[src/rtl/gsim_pkg.sv]
`default_nettype none
// ============================================================================
// Module   : gsim_pkg
// Purpose  : Shared types and widths for the GSIM matrix-memory server.
// Revision : 1.0 - initial release
// ============================================================================
package gsim_pkg;

  localparam int ROW_W       = 256;
  localparam int BEAT_W      = 64;
  localparam int BEAT_NUM    = 4;
  localparam int ADDR_W      = 10;
  localparam int SRAM_ADDR_W = 12;

  localparam logic [15:0] LFSR_SEED = 16'hACE1;

  typedef enum logic [1:0] {
    IDLE  = 2'd0,
    FETCH = 2'd1,
    WAIT  = 2'd2,
    RESP  = 2'd3
  } gsim_state_e;

endpackage
`default_nettype wire

[src/rtl/gsim_stall_lfsr.sv]
`default_nettype none
// ============================================================================
// Module   : gsim_stall_lfsr
// Purpose  : 16-bit Fibonacci LFSR (taps 16,14,13,11) with stall decode.
// Revision : 1.0 - initial release
// ============================================================================
module gsim_stall_lfsr
  import gsim_pkg::*;
(
  input  logic       i_clk,
  input  logic       i_rst_n,
  output logic       o_stall,
  output logic [1:0] o_extra
);

  logic [15:0] r_lfsr;
  logic        w_fb;

  assign w_fb = r_lfsr[15] ^ r_lfsr[13] ^ r_lfsr[12] ^ r_lfsr[10];

  always_ff @(posedge i_clk or negedge i_rst_n) begin
    if (!i_rst_n) begin
      r_lfsr <= LFSR_SEED;
    end else begin
      r_lfsr <= {r_lfsr[14:0], w_fb};
    end
  end

  assign o_stall = (r_lfsr[1:0] == 2'b00);
  assign o_extra = r_lfsr[3:2];

endmodule
`default_nettype wire

[src/rtl/gsim_mat_mem_server.sv]
`default_nettype none
// ============================================================================
// Module   : gsim_mat_mem_server
// Purpose  : Serves 256-bit rows as four 64-bit beats from a 1-cycle SRAM.
//            Define GSIM_MEM_STALL_EN to add pseudo-random handshake stalls.
// Revision : 1.0 - initial release
// ============================================================================
module gsim_mat_mem_server
  import gsim_pkg::*;
#(
  parameter int EXTRA_LAT = 0,
  parameter int MAX_WORDS = 1024
) (
  input  logic                   i_clk,
  input  logic                   i_rst_n,
  input  logic                   i_mem_rreq,
  input  logic [ADDR_W-1:0]      i_mem_addr,
  output logic                   o_mem_rrdy,
  output logic [ROW_W-1:0]       o_mem_dout,
  output logic                   o_mem_dout_vld,
  output logic                   o_sram_ren,
  output logic [SRAM_ADDR_W-1:0] o_sram_addr,
  input  logic [BEAT_W-1:0]      i_sram_rdata,
  output logic                   o_err
);

  gsim_state_e            r_state;
  logic [ADDR_W-1:0]      r_row;
  logic [2:0]             r_cnt;
  logic [4:0]             r_wait;
  logic                   r_err_pend;
  logic [ROW_W-1:0]       r_buf;
  logic [ROW_W-1:0]       r_dout;
  logic                   r_rrdy;
  logic                   r_vld;
  logic                   r_err;
  logic                   r_ren;
  logic [SRAM_ADDR_W-1:0] r_saddr;

  logic                   w_stall;
  logic [1:0]             w_stall_extra;
  logic                   w_accept;
  logic                   w_oor;
  logic [4:0]             w_extra;
  logic [1:0]             w_cap_idx;
  logic [1:0]             w_next_beat;
  logic [ROW_W-1:0]       w_row_full;

`ifdef GSIM_MEM_STALL_EN
  gsim_stall_lfsr u_stall (
    .i_clk   (i_clk),
    .i_rst_n (i_rst_n),
    .o_stall (w_stall),
    .o_extra (w_stall_extra)
  );
`else
  assign w_stall       = 1'b0;
  assign w_stall_extra = 2'b00;
`endif

  // Stall masking only applies while idle; RESP must always offer ready.
  assign o_mem_rrdy  = r_rrdy & ~(w_stall & (r_state == IDLE));
  assign w_accept    = i_mem_rreq & o_mem_rrdy;
  assign w_oor       = ({1'b0, i_mem_addr} >= 11'(MAX_WORDS));
  assign w_extra     = 5'(EXTRA_LAT) + {3'b000, w_stall_extra};
  assign w_cap_idx   = 2'(r_cnt - 3'd1);
  assign w_next_beat = 2'(r_cnt + 3'd1);
  assign w_row_full  = {i_sram_rdata, r_buf[3*BEAT_W-1:0]};

  always_ff @(posedge i_clk or negedge i_rst_n) begin
    if (!i_rst_n) begin
      r_state    <= IDLE;
      r_row      <= '0;
      r_cnt      <= '0;
      r_wait     <= '0;
      r_err_pend <= 1'b0;
      r_buf      <= '0;
      r_dout     <= '0;
      r_rrdy     <= 1'b0;
      r_vld      <= 1'b0;
      r_err      <= 1'b0;
      r_ren      <= 1'b0;
      r_saddr    <= '0;
    end else begin
      r_vld <= 1'b0;
      r_err <= 1'b0;
      case (r_state)
        IDLE, RESP: begin
          r_rrdy  <= 1'b1;
          r_state <= IDLE;
          if (w_accept) begin
            r_rrdy <= 1'b0;
            r_row  <= i_mem_addr;
            r_cnt  <= 3'd0;
            if (w_oor) begin
              // No SRAM traffic; the wait covers the skipped fetch window.
              r_state    <= WAIT;
              r_err_pend <= 1'b1;
              r_wait     <= 5'd4 + w_extra;
            end else begin
              r_state    <= FETCH;
              r_err_pend <= 1'b0;
              r_ren      <= 1'b1;
              r_saddr    <= {i_mem_addr, 2'd0};
            end
          end
        end
        FETCH: begin
          // Issue runs one beat ahead of capture because of SRAM latency.
          r_cnt <= r_cnt + 3'd1;
          r_ren <= (r_cnt < 3'd3);
          if (r_cnt < 3'd3) begin
            r_saddr <= {r_row, w_next_beat};
          end
          if (r_cnt != 3'd0) begin
            r_buf[{w_cap_idx, 6'd0} +: BEAT_W] <= i_sram_rdata;
          end
          if (r_cnt == 3'd4) begin
            if (w_extra == 5'd0) begin
              r_state <= RESP;
              r_vld   <= 1'b1;
              r_rrdy  <= 1'b1;
              r_dout  <= w_row_full;
            end else begin
              r_state <= WAIT;
              r_wait  <= w_extra - 5'd1;
            end
          end
        end
        WAIT: begin
          if (r_wait == 5'd0) begin
            r_state <= RESP;
            r_vld   <= 1'b1;
            r_err   <= r_err_pend;
            r_rrdy  <= 1'b1;
            r_dout  <= r_err_pend ? '0 : r_buf;
          end else begin
            r_wait <= r_wait - 5'd1;
          end
        end
        default: r_state <= IDLE;
      endcase
    end
  end

  assign o_mem_dout     = r_dout;
  assign o_mem_dout_vld = r_vld;
  assign o_err          = r_err;
  assign o_sram_ren     = r_ren;
  assign o_sram_addr    = r_saddr;

endmodule
`default_nettype wire

[config.mk]
export PLATFORM = sky130hd
export DESIGN_NAME = gsim_mat_mem_server
export DESIGN_NICKNAME = d
export VERILOG_FILES = /design/src/rtl/gsim_pkg.sv /design/src/rtl/gsim_stall_lfsr.sv /design/src/rtl/gsim_mat_mem_server.sv
export SDC_FILE = /design/constraint.sdc
export NUM_CORES = 1
export LEC_CHECK = 0
export ABC_AREA = 1
export ABC_CLOCK_PERIOD_IN_PS = 2400
export BUFFER_PORTS_ARGS = -buffer_cell sky130_fd_sc_hd__buf_2
export CORE_ASPECT_RATIO = 0.5
export CORE_MARGIN = 3
export CORE_UTILIZATION = 52
export CTS_CLUSTER_DIAMETER = 120
export DETAILED_ROUTE_END_ITERATION = 16
export PLACE_DENSITY = 0.76
export RECOVER_POWER = 50
export REMOVE_ABC_BUFFERS = 1
export SLEW_MARGIN = 10
export SYNTH_ARGS = -nofsm -noshare
export SYNTH_HDL_FRONTEND = slang
export SYNTH_SLANG_ARGS = --single-unit
[constraint.sdc]
create_clock -name i_clk -period 2.4 [get_ports i_clk]
set_input_delay 0.24 -clock i_clk [delete_from_list [all_inputs] [get_ports i_clk]]
set_output_delay 0.24 -clock i_clk [all_outputs]
set_load 0.01 [all_outputs]
==> out/metrics.csv <==
metric,value,unit
clk_skew,0.00894,ns
Port Buffers,347,
"most common cell after layout, fill and taps aside",nand2_1,
crit-path cells,inv_1 -> ha_4 -> or2_4 -> buf_12 -> nand4_1 -> nand2_1,
critical path launch point,r_state[0],
Setup CP Type,reg2reg,
Synth top area share,0.581,
cell taking the most area after synthesis,dfrtp_1,
Setup Viol. Count Final,0,
vias in the first global route,20594,
DP Cell Count,3458,
hold_sp,i_sram_rdata[8],
Synth warnings,0,
Avg Inst Size Synth,8.71,µm²
CP bufs+invs,2,
CP Launch Type,flop,
Iteration-0 DRC Markers,2204,
CTS max path bufs,3,
Starting Density,0.534,
WL/cell,18.8,µm
DRT antenna net count,0,
filler instances,3698,
clk sink count,547,
"Clk Latency, worst-skew pair",0.57,ns
status,"finished, violations left",
CP max-delay cell,buf_12,
# H-tree levels,2,
Detail Placement HPWL,40400,µm
worst min-delay path class,in2reg,
Vias/cell,5.80,
Worst Path Arrival,2.66,ns
final hold vios,0,
Seq cells post-synth,547,
Worst-path clk slew,0.06,ns
CP endpoint kind,flop,
largest net degree at the start of global routing,129,
area grow syn2layout,18.9,%
Max-Cap Viols,1,
M2 GR Usage,0.479,
Crit path max-delay family,simple AND/OR/NAND/NOR gates,
final instance area,28000,µm²
cells after synthesis,2704,
GRT Total Usage,0.282,
core area,44100,µm²
GR peak layer,met2,
fin cells,3622,
Pre-antenna DRT Iters,8,
Critical Path RT,2.90,ns
"slowest stage delay, CP",0.41,ns
first-pass GRT wire length,110000,µm
nets@finish,3082,
initial antenna violation count,3,
worst reg2reg path startpoint,r_state[0],
Worst slew margin,-0.228,
GR Layer Usage met3,0.0369,
Mapped Area,23500,µm²
die area,48000,µm²
RSZ-0062 raised after global routing,false,
layout cell share with drive strength beyond 1,0.122,
Finished Core Util,0.634,
die height,156,µm
fin crit share,0.901,
DIE WIDTH,307,µm
CTS buffer count,48,
Crit Path Max Fanout,126,
PostCTS Resize Cnt,0,
pre-CTS WS,0.275,ns
met1 Usage GRT,0.367,
post-synthesis cell type count,26,
Site Rows,54,
DRC Markers,0,
Pwr per Cell Area,1560,nW/µm²
root buffer cell,clkbuf_16,
f_max,0.463,GHz
"Seq/Total Area, Yosys",0.581,
Placed Area,25900,µm²
failing checks,"max-capacitance violations, max-slew violations",
GR Overflow Total,0,
sum of routed wire length over all layers,68200,µm
largest cells by area after synthesis,"dfrtp_1 (58%), nand2_1 (16%), nand4_1 (8.5%), o21ai_0 (6.3%), nand3_1 (3.1%)",
Peak supply drop,1530,µV
final slew viol count,58,
GPL Wtd Cong,0.815,
Worst Slack Setup Final,0.238,ns
fin crit period,2.16,ns
routed vias,21012,
Slew @ Worst Pin,1.84,ns
most frequent cells in the layout,"nand2_1 (977), dfrtp_1 (547), nand4_1 (321)",
IO Pins,349,
TritonCTS clock tree,done,
leakage,13.8,nW
-- final cells by class --
class / count / area, µm² / share of cell area
Inverter: 90 / 345 / 0.0123
Antenna cell: 4 / 10.0 / 0.000358
Clock inverter: 16 / 196 / 0.00702
Sequential cell: 547 / 13700 / 0.489
Tap cell: 588 / 736 / 0.0263
Clock buffer: 70 / 1420 / 0.0506
Timing Repair Buffer: 485 / 3120 / 0.111
Multi-Input combinational cell: 1822 / 8480 / 0.303
-- where the power goes --
group          internal, mW  switching, mW  total [mW]  leakage [nW]
registers              13.7           2.75        16.5          6.79
logic                  6.00           13.1        19.1          6.23
clock network          4.53           3.50        8.03         0.792
-- registers in the layout (all words and copies together), names as in the netlist --
| name | cells |
|---|---|
| r_wait | 5 |
| r_buf | 256 |
| o_mem_rrdy | 1 |
| o_sram_addr | 12 |
| r_row | 10 |
| o_mem_dout | 256 |
| r_cnt | 3 |
| r_state | 2 |
| o_sram_ren | 1 |
| o_mem_dout_vld | 1 |
-- Yosys cell counts, drive strengths merged --
| cell type | count |
|---|---|
| nand2 | 983 |
| o21ai | 348 |
| nor2 | 4 |
| inv | 90 |
| conb | 1 |
| clkbuf | 116 |
| nor3 | 1 |
| nand3 | 146 |
| a21oi | 2 |
| xnor2 | 1 |
| dfrtp | 547 |
| nand3b | 2 |
| or2 | 2 |
| buf | 129 |
| ha | 11 |
| nand4 | 321 |
-- worst reg2reg max path, stage by stage, from the launching register on --
cell and delay (ns):
dfrtp_1 0.40, inv_1 0.13, ha_4 0.38, or2_4 0.26
buf_12 0.42, nand4_1 0.40, nand2_1 0.12
-- through the flow --
stage,hold slack [ns],total power [mW],setup TNS (ns)
floorplan,-0.0556,25.1,-3835.54
global placement,0.255,35.0,0
detailed placement,0.247,35.6,0
CTS,0.00469,43.8,0
global route,0.0149,46.6,0
finish,0.0221,43.6,0
-- logic make-up (layout without fill, tap and decap cells) --
group                    count (synthesis)  after routing  synth area share
AO/OA/AOI/OAI                          350            350            0.0745
XOR/XNOR                                 1              1          0.000372
adder cells (fa/ha/maj)                 11             11           0.00584
buffers and inverters                  335            661            0.0618
flip-flops                             547            547             0.581
other                                    1              5          0.000159
AND/OR/NAND/NOR                       1459           1459             0.276
-- per-layer routing --
metal / share of wire / vias up
li1: - / 9635
met1: 0.40 / 10332
met2: 0.50 / 850
met3: 0.058 / 193
met4: 0.043 / 2
met5: 0.00019 / -
-- final timing paths --
path / end / slack, ns / cells after the start
min in group asynchronous: r_buf[18] / 0.72 / 2
setup reg to reg: o_mem_dout[90] / 0.24 / 6
setup / recovery: o_mem_dout[90] / 0.24 / 6
max in group asynchronous: r_cnt[2] / 0.36 / 3
hold / removal: r_buf[8] / 0.02 / 3
hold reg to reg: o_mem_dout[41] / 0.47 / 2
-- repair_timing --
item	in CTS	in global routing
endpoints found under the hold margin	201	0
buffers inserted	0	0
hold buffers	74	0
Note: power is estimated with default switching activity, not from simulation.
